[config.mk]
export PLATFORM = sky130hd
export DESIGN_NAME = final_add_scheduler
export DESIGN_NICKNAME = d
export VERILOG_FILES = /design/src/rtl/final_add_scheduler.sv
export SDC_FILE = /design/constraint.sdc
export NUM_CORES = 1
export LEC_CHECK = 0
export CELL_PAD_IN_SITES_DETAIL_PLACEMENT = 1
export CELL_PAD_IN_SITES_GLOBAL_PLACEMENT = 2
export CORE_MARGIN = 5
export CORE_UTILIZATION = 16
export CTS_CLUSTER_DIAMETER = 40
export DETAILED_ROUTE_END_ITERATION = 16
export GPL_ROUTABILITY_DRIVEN = 0
export HOLD_SLACK_MARGIN = 0.12
export PLACE_DENSITY = 0.94
export SYNTH_ARGS = -nofsm -noshare
export SYNTH_HDL_FRONTEND = slang
export SYNTH_SLANG_ARGS = --single-unit
[constraint.sdc]
create_clock -name clk -period 6.1 [get_ports clk]
set_clock_uncertainty 0.2 [all_clocks]
set_input_delay 1.22 -clock clk [delete_from_list [all_inputs] [get_ports clk]]
set_output_delay 1.22 -clock clk [all_outputs]
set_load 0.1 [all_outputs]
[src/rtl/final_add_scheduler.sv]
// Round-robin front end for two requesters sharing one pipelined final adder.
// Define FINAL_ADD_SCHED_STATS_EN to add the stat_ops response counter.
module final_add_scheduler #(
    parameter int WIDTH         = 16,
    parameter int PIPELINE_BITS = 3
) (
    input  logic                     clk,
    input  logic                     rst,
    input  logic                     cfg_valid,
    input  logic [PIPELINE_BITS-1:0] cfg_pipes,
    output logic                     cfg_ready,
    output logic                     cfg_err,
    input  logic                     req0_valid,
    output logic                     req0_ready,
    input  logic [WIDTH-1:0]         req0_a,
    input  logic [WIDTH-1:0]         req0_b,
    input  logic                     req1_valid,
    output logic                     req1_ready,
    input  logic [WIDTH-1:0]         req1_a,
    input  logic [WIDTH-1:0]         req1_b,
    output logic [WIDTH-1:0]         add_in1,
    output logic [WIDTH-1:0]         add_in2,
    output logic [PIPELINE_BITS-1:0] add_pipes,
    input  logic [WIDTH-1:0]         add_out,
    output logic                     rsp_valid,
    output logic                     rsp_id,
    output logic [WIDTH-1:0]         rsp_sum,
    output logic                     busy
`ifdef FINAL_ADD_SCHED_STATS_EN
    ,
    output logic [15:0]              stat_ops
`endif
);

    typedef enum logic [1:0] {
        ST_RUN,
        ST_DRAIN,
        ST_SWITCH
    } state_t;

    state_t                   state;
    logic [PIPELINE_BITS-1:0] pend_pipes;
    logic                     rr_last;
    logic [6:0]               trk_valid;
    logic [6:0]               trk_id;
    logic [6:0]               trk_valid_nxt;
    logic [6:0]               trk_id_nxt;
    logic                     run;
    logic                     issue;
    logic                     grant_id;
    logic                     cfg_legal;
    logic [2:0]               lat;

    function automatic logic [2:0] pipes_to_lat(input logic [PIPELINE_BITS-1:0] p);
        int unsigned pv;
        pv = 32'(p);
        case (pv)
            1:       return 3'd1;
            2:       return 3'd2;
            3:       return 3'd3;
            4:       return 3'd7;
            default: return 3'd0;
        endcase
    endfunction

    assign lat       = pipes_to_lat(add_pipes);
    assign cfg_legal = (32'(cfg_pipes) <= 32'd4);
    assign run       = (state == ST_RUN) && !rst;
    assign cfg_ready = run;
    assign cfg_err   = run && cfg_valid && !cfg_legal;
    assign busy      = (|trk_valid) || (state != ST_RUN);
    assign rsp_sum   = add_out;

    // Single grant per cycle; on contention the requester not served last wins.
    always_comb begin
        issue    = 1'b0;
        grant_id = 1'b0;
        if (run) begin
            if (req0_valid && req1_valid) begin
                issue    = 1'b1;
                grant_id = ~rr_last;
            end else if (req0_valid) begin
                issue    = 1'b1;
                grant_id = 1'b0;
            end else if (req1_valid) begin
                issue    = 1'b1;
                grant_id = 1'b1;
            end
        end
        req0_ready = issue && !grant_id;
        req1_ready = issue && grant_id;
        add_in1    = '0;
        add_in2    = '0;
        if (issue) begin
            add_in1 = grant_id ? req1_a : req0_a;
            add_in2 = grant_id ? req1_b : req0_b;
        end
    end

    // An entry is dropped once it passes the tap, so an empty tracker means nothing left to return.
    always_comb begin
        trk_valid_nxt    = '0;
        trk_id_nxt       = '0;
        trk_valid_nxt[0] = issue && (lat != 3'd0);
        trk_id_nxt[0]    = grant_id;
        for (int i = 1; i < 7; i++) begin
            trk_valid_nxt[i] = trk_valid[i-1] && (3'(i) < lat);
            trk_id_nxt[i]    = trk_id[i-1];
        end
    end

    always_comb begin
        rsp_valid = 1'b0;
        rsp_id    = 1'b0;
        if (lat == 3'd0) begin
            rsp_valid = issue;
            rsp_id    = issue && grant_id;
        end else begin
            for (int i = 0; i < 7; i++) begin
                if (3'(i + 1) == lat) begin
                    rsp_valid = trk_valid[i];
                    rsp_id    = trk_valid[i] && trk_id[i];
                end
            end
        end
    end

    // Pipe changes only take effect once every in-flight operation has returned.
    always_ff @(posedge clk or posedge rst) begin
        if (rst) begin
            state      <= ST_RUN;
            add_pipes  <= '0;
            pend_pipes <= '0;
            rr_last    <= 1'b1;
            trk_valid  <= '0;
            trk_id     <= '0;
        end else begin
            trk_valid <= trk_valid_nxt;
            trk_id    <= trk_id_nxt;
            if (issue) begin
                rr_last <= grant_id;
            end
            case (state)
                ST_RUN: begin
                    if (cfg_valid && cfg_legal) begin
                        pend_pipes <= cfg_pipes;
                        state      <= ST_DRAIN;
                    end
                end
                ST_DRAIN: begin
                    if (trk_valid == 7'd0) begin
                        add_pipes <= pend_pipes;
                        state     <= ST_SWITCH;
                    end
                end
                ST_SWITCH: begin
                    state <= ST_RUN;
                end
                default: begin
                    state <= ST_RUN;
                end
            endcase
        end
    end

`ifdef FINAL_ADD_SCHED_STATS_EN
    always_ff @(posedge clk or posedge rst) begin
        if (rst) begin
            stat_ops <= '0;
        end else if (rsp_valid && (stat_ops != 16'hFFFF)) begin
            stat_ops <= stat_ops + 16'd1;
        end
    end
`endif

endmodule

==> results of run 1 <==
[stage by stage]
step           power, µW   util  cells
2_1_floorplan       1010      -    141
3_3_place_gp        1170  0.282    338
3_5_place_dp        1180  0.282    338
4_1_cts             1280  0.287    342
5_1_grt             1320  0.287    342
6_report            1260  0.287    342
[state kept, by name, summed over array words and instances, names as in the netlist]
signal	cells
add_pipes	3
trk_valid	7
rr_last	1
state	2
trk_id	7
pend_pipes	3
[layout make-up]
type | count | area (µm²)
fill | 983 | 6210
timing repair buffer | 115 | 1060
multi-input combinational | 88 | 677
sequential | 23 | 577
tap | 108 | 135
clock buffer | 3 | 41.3
inverter | 4 | 15.0
clock inverter | 1 | 5.00
[report_power, final]
| group | switching (µW) | total [µW] | internal, µW |
|---|---|---|---|
| sequential | 60.0 | 257 | 197 |
| combinational | 664 | 912 | 249 |
| clock | 48.5 | 94.1 | 45.6 |
[placed cells by master (no fill, tap or decap), drive strengths merged, types with 2 or more instances in the layout]
| cell type | Yosys | layout |
|---|---|---|
| clkdlybuf4s50 | 0 | 77 |
| buf | 23 | 38 |
| a22o | 33 | 33 |
| dfrtp | 22 | 22 |
| o21ai | 7 | 7 |
| nand2 | 6 | 6 |
| and3 | 6 | 6 |
| a21oi | 6 | 6 |
| nor2 | 5 | 5 |
| mux2 | 5 | 5 |
| inv | 4 | 4 |
| nor2b | 3 | 3 |
| clkbuf | 3 | 3 |
| nand3 | 2 | 2 |
| a22oi | 2 | 2 |
| nor3 | 2 | 2 |
[worst max-delay path: stages]
cell	delay, ns
sky130_fd_sc_hd__clkdlybuf4s50_1	0.46
sky130_fd_sc_hd__nor3_2	0.33
sky130_fd_sc_hd__clkdlybuf4s50_1	1.22
[logic make-up (layout without fill, tap and decap cells)]
logic type / count (synthesis) / after routing / synth area share
xor+xnor: 1 / 1 / 0.00610
mux: 6 / 6 / 0.0541
buf+inv: 30 / 123 / 0.126
flops: 23 / 23 / 0.402
simple gates: 31 / 31 / 0.142
compound gates: 50 / 50 / 0.269
[path summary, 6_finish.rpt]
check | startpoint | end | slack, ns | cells after the start
setup / recovery | rst | cfg_ready | 1.44 | 3
hold / removal | trk_id[4] | trk_id[5] | 0.16 | 0
setup reg to reg | trk_valid[2] | add_pipes[1] | 4.03 | 4
hold reg to reg | trk_id[4] | trk_id[5] | 0.16 | 0
max in group asynchronous | rst | trk_id[4] | 3.83 | 2
min in group asynchronous | rst | pend_pipes[1] | 1.33 | 2
[metal layers]
| metal | vias up | global-route usage | part of all wire |
|---|---|---|---|
| met5 | - | 0 | 0 |
| met4 | 0 | 0.0384 | 0.020 |
| met3 | 10 | 0.0222 | 0.058 |
| met2 | 58 | 0.170 | 0.55 |
| met1 | 703 | 0.0989 | 0.37 |
| li1 | 697 | - | - |
==> impl_summary.log, run 1 <==
[metrics] Cell Pwr Density: 504 nW/µm²
[metrics] DRC violations left: 0
[metrics] Worst Max-Slew Pin Slew: 0.978 ns
[metrics] max-cap violations: 0
[metrics] net count of the mapped netlist: 229
[metrics] most instantiated cells after synthesis: sky130_fd_sc_hd__a22o_1, sky130_fd_sc_hd__dfrtp_1, sky130_fd_sc_hd__buf_4, sky130_fd_sc_hd__buf_2, sky130_fd_sc_hd__o21ai_0
[metrics] data arrival time of the worst path: 3.24 ns
[metrics] quantity of hold-fixing buffers added after cts: 0
[metrics] worst hold path type: flop to flop
[metrics] crit-path max FO: 7
[metrics] Min Hold Slack: 0.156 ns
[metrics] root buffer cell: sky130_fd_sc_hd__clkbuf_8
[metrics] Antenna Violating Nets Remaining: 0
[metrics] Avg Inst Size Synth: 10.2 µm²
[metrics] number of buffers inserted by port buffering: 113
[metrics] DR WL/cell: 15.6 µm
[metrics] # Post-CTS Setup Buffers: 0
[metrics] antenna violations before repair: 0
[metrics] routed wire length: 5.33 mm
[metrics] number of synthesized flops with an enable pin: 0
[metrics] post-route fraction of the period consumed by the critical path: 0.764
[metrics] wire length of the first global-routing pass: 8.36 mm
[metrics] RSZ-0062 raised after global routing: false
[metrics] cell type with the highest aggregate area in the netlist: sky130_fd_sc_hd__dfrtp_1
[metrics] via total after detailed routing: 1468
[metrics] die boundary width: 105 µm
[metrics] placed wire-length estimate: 4.35 mm
[metrics] Most used DFF post-synth: sky130_fd_sc_hd__dfrtp_1
[metrics] post-synth top area share: 0.384
[metrics] gate count of the mapped netlist: 141
[metrics] final critical-path setup slack: 1.44 ns
[metrics] GR Overflow Total: 0
[metrics] kind of end point of the critical path: output port
[metrics] fraction of registers with async set/reset: 1.00
[metrics] clock latency on the worst-skew pair: 0.27 ns
[metrics] number of sinks driven by the clock tree: 23
[metrics] via count of the first global-routing pass: 1680
[metrics] largest net degree at the start of global routing: 36
[metrics] global router's overall resource usage: 0.0918
[metrics] crit start category: input pin
[metrics] placed inst area: 2460 µm²
[metrics] cell with the most instances after synthesis: sky130_fd_sc_hd__a22o_1
[metrics] TritonCTS clock tree: built
[metrics] final worst path period need: 4.66 ns
[metrics] Setup-failing EPs final: 0
[metrics] Die Footprint: 11000 µm²
[metrics] H-tree levels: 1
[metrics] Initial DRT Pass Iterations: 4
[metrics] I/O Pins: 146
[metrics] post-placement worst setup slack: 1.44 ns
[metrics] final design area excluding fillers: 2510 µm²
[metrics] Die Y-Extent: 105 µm
[metrics] max-slew violation count: 0
[metrics] Post-Route Setup TNS: 0 ns
[metrics] post-CTS resize count: 0
[metrics] starting density of the core: 0.165
[metrics] drt first-iter violations: 34
[metrics] number of synthesized register bits: 23
[metrics] portion of the post-synthesis area used by sequential elements: 0.402
[metrics] number of buffers added by the clock tree synthesis step: 3
[metrics] Cell variety after synth: 32
[metrics] maximum buffer depth of the clock tree: 2
[metrics] worst-case vdd ir drop: 190 µV
[metrics] Nets: 323
[metrics] core outline area: 8720 µm²
[metrics] number of placement rows: 34
[metrics] cells taking the most area after synthesis: sky130_fd_sc_hd__dfrtp_1, sky130_fd_sc_hd__a22o_1, sky130_fd_sc_hd__buf_4, sky130_fd_sc_hd__mux2_4, sky130_fd_sc_hd__buf_2
[metrics] worst max-slew margin expressed relative to the limit: 0.346
[metrics] Inserted Diodes: 0
[metrics] total of warnings raised by yosys: 0
[metrics] run status: finished clean
[metrics] worst setup path class: input pin to output port
[metrics] P&R area growth vs syn: 74.6%
[metrics] Pleak: 0.00113 µW
[metrics] critical path required time: 4.68 ns
[metrics] CTS clk-pin slew, worst paths: 0.08 ns
[metrics] Fin. Hold Viols: 0
[metrics] vias per cell: 4.29
[metrics] achievable frequency: 0.215 GHz
[metrics] Synth Cell Area: 1440 µm²
[metrics] layout cells sized above 1: 0.235
Power figures use the tool's default switching activity.
==> inputs of run 2 (changes only) <==
- CORE_UTILIZATION: 16 -> 14
- PLACE_DENSITY: 0.94 -> 0.84
- clock period: 6.1 -> 4.8 ns (I/O delays scaled with it)
==> run 2 against run 1 <==
Against the previous run: via count is essentially flat; routed wire length grew 8.5%; register-to-register slack worse by 1.4 ns; count of clock-buffer cells in the layout did not move; clock power grew 31%; utilization increased by 0.70 points; global-route usage about the same; sequential power grew 29%; combinational power is 48% higher; flip-flop and latch count unchanged; worst setup slack got worse by 0.68 ns; critical endpoint is now add_in1[14].
==> impl_summary.log, run 2 (same netlist as run 1, synthesis figures left out) <==
[metrics] Die Footprint: 12400 µm² (+13%)
[metrics] crit start category: input pin
[metrics] Net Switching: 1030 µW (+33%)
[metrics] r2r startpoint: trk_valid[2]
[metrics] starting density of the core: 0.142 (-0.0230)
[metrics] final worst path period need: 4.04 ns
[metrics] maximum buffer depth of the clock tree: 2 (unchanged)
[metrics] number of standard cells in the layout, taps in and fillers out: 370 (+8.2%)
[metrics] Initial DRT Pass Iterations: 4 (unchanged)
[metrics] H-tree levels: 1 (unchanged)
[metrics] number of placement rows: 37 (+8.8%)
[metrics] number of buffers added by the clock tree synthesis step: 3 (unchanged)
[metrics] Hold Path Sink: trk_id[4]
[metrics] endpoint of the worst register-to-register path: add_pipes[1]
[metrics] via total after detailed routing: 1469 (+0.068%)
[metrics] P&R area growth vs syn: 108%
[metrics] worst setup path class: input pin to output port
[metrics] placed inst area: 2940 µm² (+19%)
[metrics] antenna violations before repair: 0 (unchanged)
[metrics] vias per cell: 3.97 (-7.5%)
[metrics] cell chain of the critical path: clkdlybuf4s50_1 > nor3_4 > and3_1 > buf_12 > a22o_1 > buf_12
[metrics] largest delay contributor family on the critical path: buffers and inverters
[metrics] worst-case vdd ir drop: 208 µV (+9.3%)
[metrics] Crit path top cell by count: sky130_fd_sc_hd__buf_12
[metrics] Largest stage delay, worst path: 0.50 ns (-0.72 ns)
[metrics] Inserted Diodes: 0 (unchanged)
[metrics] Post-Route Setup TNS: 0 ns (unchanged)
[metrics] post-CTS resize count: 0 (unchanged)
[metrics] Worst Max-Slew Pin Slew: 0.979 ns (+0.00111 ns)
[metrics] DRC violations left: 0 (unchanged)
[metrics] slowest cell on the critical path: sky130_fd_sc_hd__clkdlybuf4s50_1
[metrics] final design area excluding fillers: 2980 µm² (+19%)
[metrics] largest net degree at the start of global routing: 34 (-5.6%)
[metrics] commonest cells after routing, fill and taps aside: sky130_fd_sc_hd__clkdlybuf4s50_1, sky130_fd_sc_hd__buf_12, sky130_fd_sc_hd__a22o_1
[metrics] post-route fraction of the period consumed by the critical path: 0.841
[metrics] P_int: 771 µW (+57%)
[metrics] max-cap violations: 0 (unchanged)
[metrics] achievable frequency: 0.248 GHz
[metrics] via count of the first global-routing pass: 1689 (+0.54%)
[metrics] die boundary width: 111 µm (+6.2%)
[metrics] Antenna Violating Nets Remaining: 0 (unchanged)
[metrics] Worst Hold Depth: 0 (unchanged)
[metrics] sum of buffers and inverters on the critical path: 3 (+1)
[metrics] wire length of the first global-routing pass: 9.29 mm (+11%)
[metrics] CTS clk-pin slew, worst paths: 0.08 ns (about the same)
[metrics] clock latency on the worst-skew pair: 0.27 ns (about the same)
[metrics] quantity of hold-fixing buffers added after cts: 0 (unchanged)
[metrics] routed wire length: 5.78 mm (+8.5%)
[metrics] worst hold path type: flop to flop
[metrics] setup slack of the most critical reg-to-reg path: 2.67 ns (-1.36 ns)
[metrics] I/O Pins: 146 (unchanged)
[metrics] placed wire-length estimate: 4.86 mm (+11%)
[metrics] proportion of power drawn by flip-flops and latches: 0.184 (-0.020)
[metrics] number of sinks driven by the clock tree: 23 (unchanged)
[metrics] worst max-slew margin expressed relative to the limit: 0.345 (-0.000740)
[metrics] most frequent standard cell in the layout excluding fill and tap cells: sky130_fd_sc_hd__clkdlybuf4s50_1
[metrics] crit-path max FO: 26 (+19)
[metrics] DR WL/cell: 15.6 µm (+0.27%)
[metrics] number of buffers inserted by port buffering: 113 (unchanged)
[metrics] # Post-CTS Setup Buffers: 0 (unchanged)
[metrics] max-slew violation count: 0 (unchanged)
[metrics] root buffer cell: sky130_fd_sc_hd__clkbuf_8
[metrics] Worst Min Path Start: trk_id[3]
[metrics] Die Y-Extent: 111 µm (+6.2%)
[metrics] Nets: 323 (unchanged)
[metrics] critical path required time: 3.64 ns (-1.04 ns)
[metrics] combinational share of power: 0.748 (+0.026)
[metrics] Setup-failing EPs final: 0 (unchanged)
[metrics] run status: finished clean
[metrics] Clock power frac: 0.068 (-0.006)
[metrics] RSZ-0062 raised after global routing: false
[metrics] core outline area: 10100 µm² (+16%)
[metrics] Pleak: 0.00125 µW (+10%)
[metrics] largest registers ranked by flip-flop count: trk_id: 7 flops, trk_valid: 7 flops
[metrics] Cell Pwr Density: 603 nW/µm² (+20%)
[metrics] dpl cells: 366 (+8.3%)
[metrics] GR Overflow Total: 0 (unchanged)
[metrics] global router's overall resource usage: 0.0917 (about the same)
[metrics] cell count of the worst reg-to-reg path: 4 (unchanged)
[metrics] kind of end point of the critical path: output port
[metrics] switching power as a share of total power: 0.572 (-0.0396)
[metrics] Fin. Hold Viols: 0 (unchanged)
[metrics] layout cells sized above 1: 0.248 (+0.0128)
[metrics] drt first-iter violations: 51 (+50%)
[metrics] TritonCTS clock tree: built
[metrics] data arrival time of the worst path: 2.88 ns (-0.36 ns)
[run 2: changes by cell type in the layout (fill, tap and decap cells not counted)]
cell / delta
sky130_fd_sc_hd__buf_4: -33
sky130_fd_sc_hd__o21ai_2: +1
sky130_fd_sc_hd__nor3_2: -1
sky130_fd_sc_hd__clkdlybuf4s50_1: -2
sky130_fd_sc_hd__o21ai_1: -1
sky130_fd_sc_hd__nor3_4: +1
sky130_fd_sc_hd__buf_12: +35
[run 2: worst max path at each step]
stage	slack (ns)	depth (start not counted)	start	end
6_report	0.76	6	rst	add_in1[14]
5_1_grt	0.57	6	rst	add_in1[14]
4_1_cts	0.72	6	rst	add_in1[14]
3_5_place_dp	0.72	6	rst	add_in1[14]
3_3_place_gp	0.83	6	rst	add_in1[14]
2_1_floorplan	0.12	5	rst	add_in1[1]
[run 2: cell type report]
cell class / instances / area [µm²]
Sequential cell: 23 / 577
Clock inverter: 1 / 5.00
Timing Repair Buffer: 115 / 1490
Fill cell: 1143 / 7150
Clock buffer: 3 / 41.3
Multi-Input combinational cell: 88 / 687
Inverter: 4 / 15.0
Tap cell: 136 / 170
[run 2: power groups by stage]
stage               Combinational [µW]  Clock, µW  Sequential (µW)
finish                            1350        123              331
global placement                  1340          0              327
detailed placement                1360          0              334
floorplan                          905          0              385
global route                      1390        134              344
CTS                               1360        125              331
[run 2: worst reg2reg max path, stage by stage (launching register included)]
cell and delay (ns):
sky130_fd_sc_hd__dfrtp_1 0.43, sky130_fd_sc_hd__or4_4 0.57, sky130_fd_sc_hd__nor4_4 0.33, sky130_fd_sc_hd__nand3b_4 0.17, sky130_fd_sc_hd__mux2_4 0.32
[run 2: stage by stage]
stage | worst slack, ns | hold slack [ns] | power (µW) | utilization
floorplan | 0.118 | 0.131 | 1290 | -
global placement | 0.827 | 0.135 | 1670 | 0.290
detailed placement | 0.719 | 0.138 | 1690 | 0.290
CTS | 0.720 | 0.158 | 1820 | 0.294
global route | 0.570 | 0.165 | 1870 | 0.294
finish | 0.764 | 0.157 | 1800 | 0.294
[run 2: metal layers]
layer / part of all wire / GRT usage / routed length [µm]
met1: 0.38 / 0.101 / 2210
met2: 0.55 / 0.174 / 3170
met3: 0.066 / 0.0338 / 379
met4: 0.0047 / 0.00649 / 27
met5: 0 / 0 / 0
==> inputs of run 3 (changes only) <==
- CORE_UTILIZATION: 14 -> 13
- PLACE_DENSITY: 0.84 -> 0.82
- clock period: 4.8 -> 3.2 ns (I/O delays scaled with it)
==> run 3 against run 2 <==
Against the previous run: count of clock-buffer cells in the layout is 1 higher; sequential power up 49%; clock power grew 45%; largest cell class unchanged; via count grew 3.3%; routed wire length increased by 0.83%; worst hold slack worse by 0.0040 ns; combinational power grew 65%; first-iteration DRC count shrank 88%; final cell count up 3.5%; flip-flop and latch count stayed put; critical path type unchanged; utilization grew 2.0 points; sequential share of layout area decreased by 2.4 points; largest power group unchanged.
==> impl_summary.log, run 3 (same netlist as run 1, synthesis figures left out) <==
[metrics] run status: finished clean
[metrics] via count of the first global-routing pass: 1771 (+4.9%)
[metrics] GR Overflow Total: 0 (unchanged)
[metrics] global router's overall resource usage: 0.0881 (-0.00364)
[metrics] largest net degree at the start of global routing: 24 (-29%)
[metrics] number of sinks driven by the clock tree: 23 (unchanged)
[metrics] sum of buffers and inverters on the critical path: 2 (-1)
[metrics] root buffer cell: sky130_fd_sc_hd__clkbuf_8
[metrics] final critical-path setup slack: 0.103 ns (-0.662 ns)
[metrics] worst max-slew margin expressed relative to the limit: 0.430 (+0.0851)
[metrics] sequential standard cell area: 577 µm² (unchanged)
[metrics] vias per cell: 3.96 (-0.17%)
[metrics] post-CTS resize count: 0 (unchanged)
[metrics] most frequent standard cell in the layout excluding fill and tap cells: sky130_fd_sc_hd__clkdlybuf4s50_1
[metrics] max-cap violations: 0 (unchanged)
[metrics] Crit path top cell by count: sky130_fd_sc_hd__o21ai_0
[metrics] achievable frequency: 0.323 GHz
[metrics] routed wire length: 5.83 mm (+0.83%)
[metrics] wire length on met2: 3.13 mm (-1.3%)
[metrics] max-slew violation count: 0 (unchanged)
[metrics] largest registers ranked by flip-flop count: trk_id: 7 flops, trk_valid: 7 flops
[metrics] Die Y-Extent: 115 µm (+3.4%)
[metrics] P&R area growth vs syn: 137%
[metrics] slowest cell on the critical path: sky130_fd_sc_hd__clkdlybuf4s50_1
[metrics] Pleak: 0.00148 µW (+19%)
[metrics] RSZ-0062 raised after global routing: false
[metrics] antenna violations before repair: 1 (+1)
[metrics] switching power as a share of total power: 0.549 (-0.0229)
[metrics] Largest stage delay, worst path: 0.48 ns (-0.02 ns)
[metrics] commonest cells after routing, fill and taps aside: sky130_fd_sc_hd__clkdlybuf4s50_1, sky130_fd_sc_hd__buf_12, sky130_fd_sc_hd__a22o_4
[metrics] drt first-iter violations: 6 (-88%)
[metrics] number of buffers inserted by port buffering: 113 (unchanged)
[metrics] worst hold path type: flop to flop
[metrics] worst setup path class: input pin to output port
[metrics] kind of end point of the critical path: output port
[metrics] cell chain of the critical path: clkdlybuf4s50_1 > o21ai_0 > o21ai_0 > a22o_4 > buf_12
[metrics] highest routed layer: met4
[metrics] I/O Pins: 146 (unchanged)
[metrics] combinational share of power: 0.769 (+0.021)
[metrics] starting density of the core: 0.132 (-0.00917)
[metrics] CTS clk-pin slew, worst paths: 0.07 ns (about the same)
[metrics] H-tree levels: 1 (unchanged)
[metrics] P_int: 1310 µW (+70%)
[metrics] met3 layer wire length in the routed design: 642 µm (+69%)
[metrics] Cell Pwr Density: 851 nW/µm² (+41%)
[metrics] largest delay contributor family on the critical path: compound AO/OA/AOI/OAI gates
[metrics] clock latency on the worst-skew pair: 0.26 ns (about the same)
[metrics] Initial DRT Pass Iterations: 3 (-1)
[metrics] number of buffers added by the clock tree synthesis step: 3 (unchanged)
[metrics] number of fill cells: 1194 (+4.5%)
[metrics] Net Switching: 1590 µW (+55%)
[metrics] post-route fraction of the period consumed by the critical path: 0.968
[metrics] data arrival time of the worst path: 2.26 ns (-0.62 ns)
[metrics] DR WL/cell: 15.2 µm (-2.6%)
[metrics] Nets: 331 (+2.5%)
[metrics] quantity of hold-fixing buffers added after cts: 0 (unchanged)
[metrics] placed wire-length estimate: 5.02 mm (+3.3%)
[metrics] Final Power: 2900 µW (+61%)
[metrics] crit start category: input pin
[metrics] Antenna Violating Nets Remaining: 0 (unchanged)
[metrics] die boundary width: 115 µm (+3.4%)
[metrics] worst-case vdd ir drop: 602 µV (+190%)
[metrics] post-placement worst setup slack: 0.0305 ns (-0.688 ns)
[metrics] number of placement rows: 38 (+2.7%)
[metrics] core outline area: 10800 µm² (+6.9%)
[metrics] DRC violations left: 0 (unchanged)
[metrics] wire length of the first global-routing pass: 9.18 mm (-1.2%)
[metrics] Clock power frac: 0.061 (-0.007)
[metrics] maximum buffer depth of the clock tree: 2 (unchanged)
[metrics] Die Footprint: 13200 µm² (+7.0%)
[metrics] post-route met1 wirelength: 2.03 mm (-8.1%)
[metrics] critical path required time: 2.36 ns (-1.28 ns)
[metrics] # Post-CTS Setup Buffers: 0 (unchanged)
[metrics] TritonCTS clock tree: built
[metrics] multi-input gate area in the final layout: 978 µm² (+42%)
[metrics] layout cells sized above 1: 0.438 (+0.190)
[metrics] via total after detailed routing: 1518 (+3.3%)
[metrics] final worst path period need: 3.10 ns
[metrics] Worst Max-Slew Pin Slew: 0.854 ns (-0.126 ns)
[metrics] proportion of power drawn by flip-flops and latches: 0.170 (-0.014)
[metrics] crit-path max FO: 4 (-85%)
[metrics] Fin. Hold Viols: 0 (unchanged)
[metrics] Setup-failing EPs final: 0 (unchanged)
-- run 3: cell count changes in the layout (fill, tap and decap cells not counted), moves of 2 or more --
cell / delta
sky130_fd_sc_hd__and3_2: +2
sky130_fd_sc_hd__clkdlybuf4s50_1: -4
sky130_fd_sc_hd__a22o_4: +30
sky130_fd_sc_hd__buf_12: +6
sky130_fd_sc_hd__and3_1: -2
sky130_fd_sc_hd__buf_4: +6
sky130_fd_sc_hd__a22o_2: +3
sky130_fd_sc_hd__a22o_1: -33
-- run 3: power groups by stage --
stage / clock network (µW) / registers, µW / logic (µW)
2_1_floorplan: 0 / 578 / 1490
3_3_place_gp: 0 / 494 / 2230
3_5_place_dp: 0 / 499 / 2250
4_1_cts: 184 / 494 / 2250
5_1_grt: 197 / 507 / 2310
6_report: 178 / 493 / 2230
-- run 3: area by class of cell --
class	count	share of cell area
diodes	1	0.000734
clock buffers	4	0.0132
inverters	4	0.00441
multi-input cells	88	0.287
flip-flops and latches	23	0.169
well taps	140	0.0514
repair buffers	123	0.474
-- run 3: final timing paths --
| path | start | cells past startpoint | to | slack [ns] |
|---|---|---|---|---|
| worst min-delay path | trk_id[4] | 0 | trk_id[5] | 0.15 |
| worst max-delay path | req0_valid | 5 | rsp_valid | 0.10 |
| max in group asynchronous | rst | 3 | trk_valid[2] | 1.37 |
| worst max register to register | trk_valid[2] | 4 | add_pipes[1] | 1.13 |
| worst min register to register | trk_id[4] | 0 | trk_id[5] | 0.15 |
| min in group asynchronous | rst | 3 | state[0] | 0.89 |
-- run 3: metal layers --
| layer | track usage | vias up |
|---|---|---|
| met3 | 0.0447 | 2 |
| met2 | 0.160 | 75 |
| met5 | 0 | - |
| li1 | - | 709 |
| met1 | 0.0885 | 732 |
| met4 | 0.0243 | 0 |
-- run 3: metrics by stage --
| stage | instances | util | hold WS (ns) | instance area [µm²] | setup TNS, ns |
|---|---|---|---|---|---|
| floorplan | 141 | - | 0.131 | 1730 | -5.48 |
| global placement | 378 | 0.310 | 0.135 | 3360 | 0 |
| detailed placement | 378 | 0.310 | 0.136 | 3360 | 0 |
| CTS | 382 | 0.314 | 0.154 | 3400 | 0 |
| global route | 383 | 0.314 | 0.160 | 3410 | 0 |
| finish | 383 | 0.314 | 0.153 | 3410 | 0 |
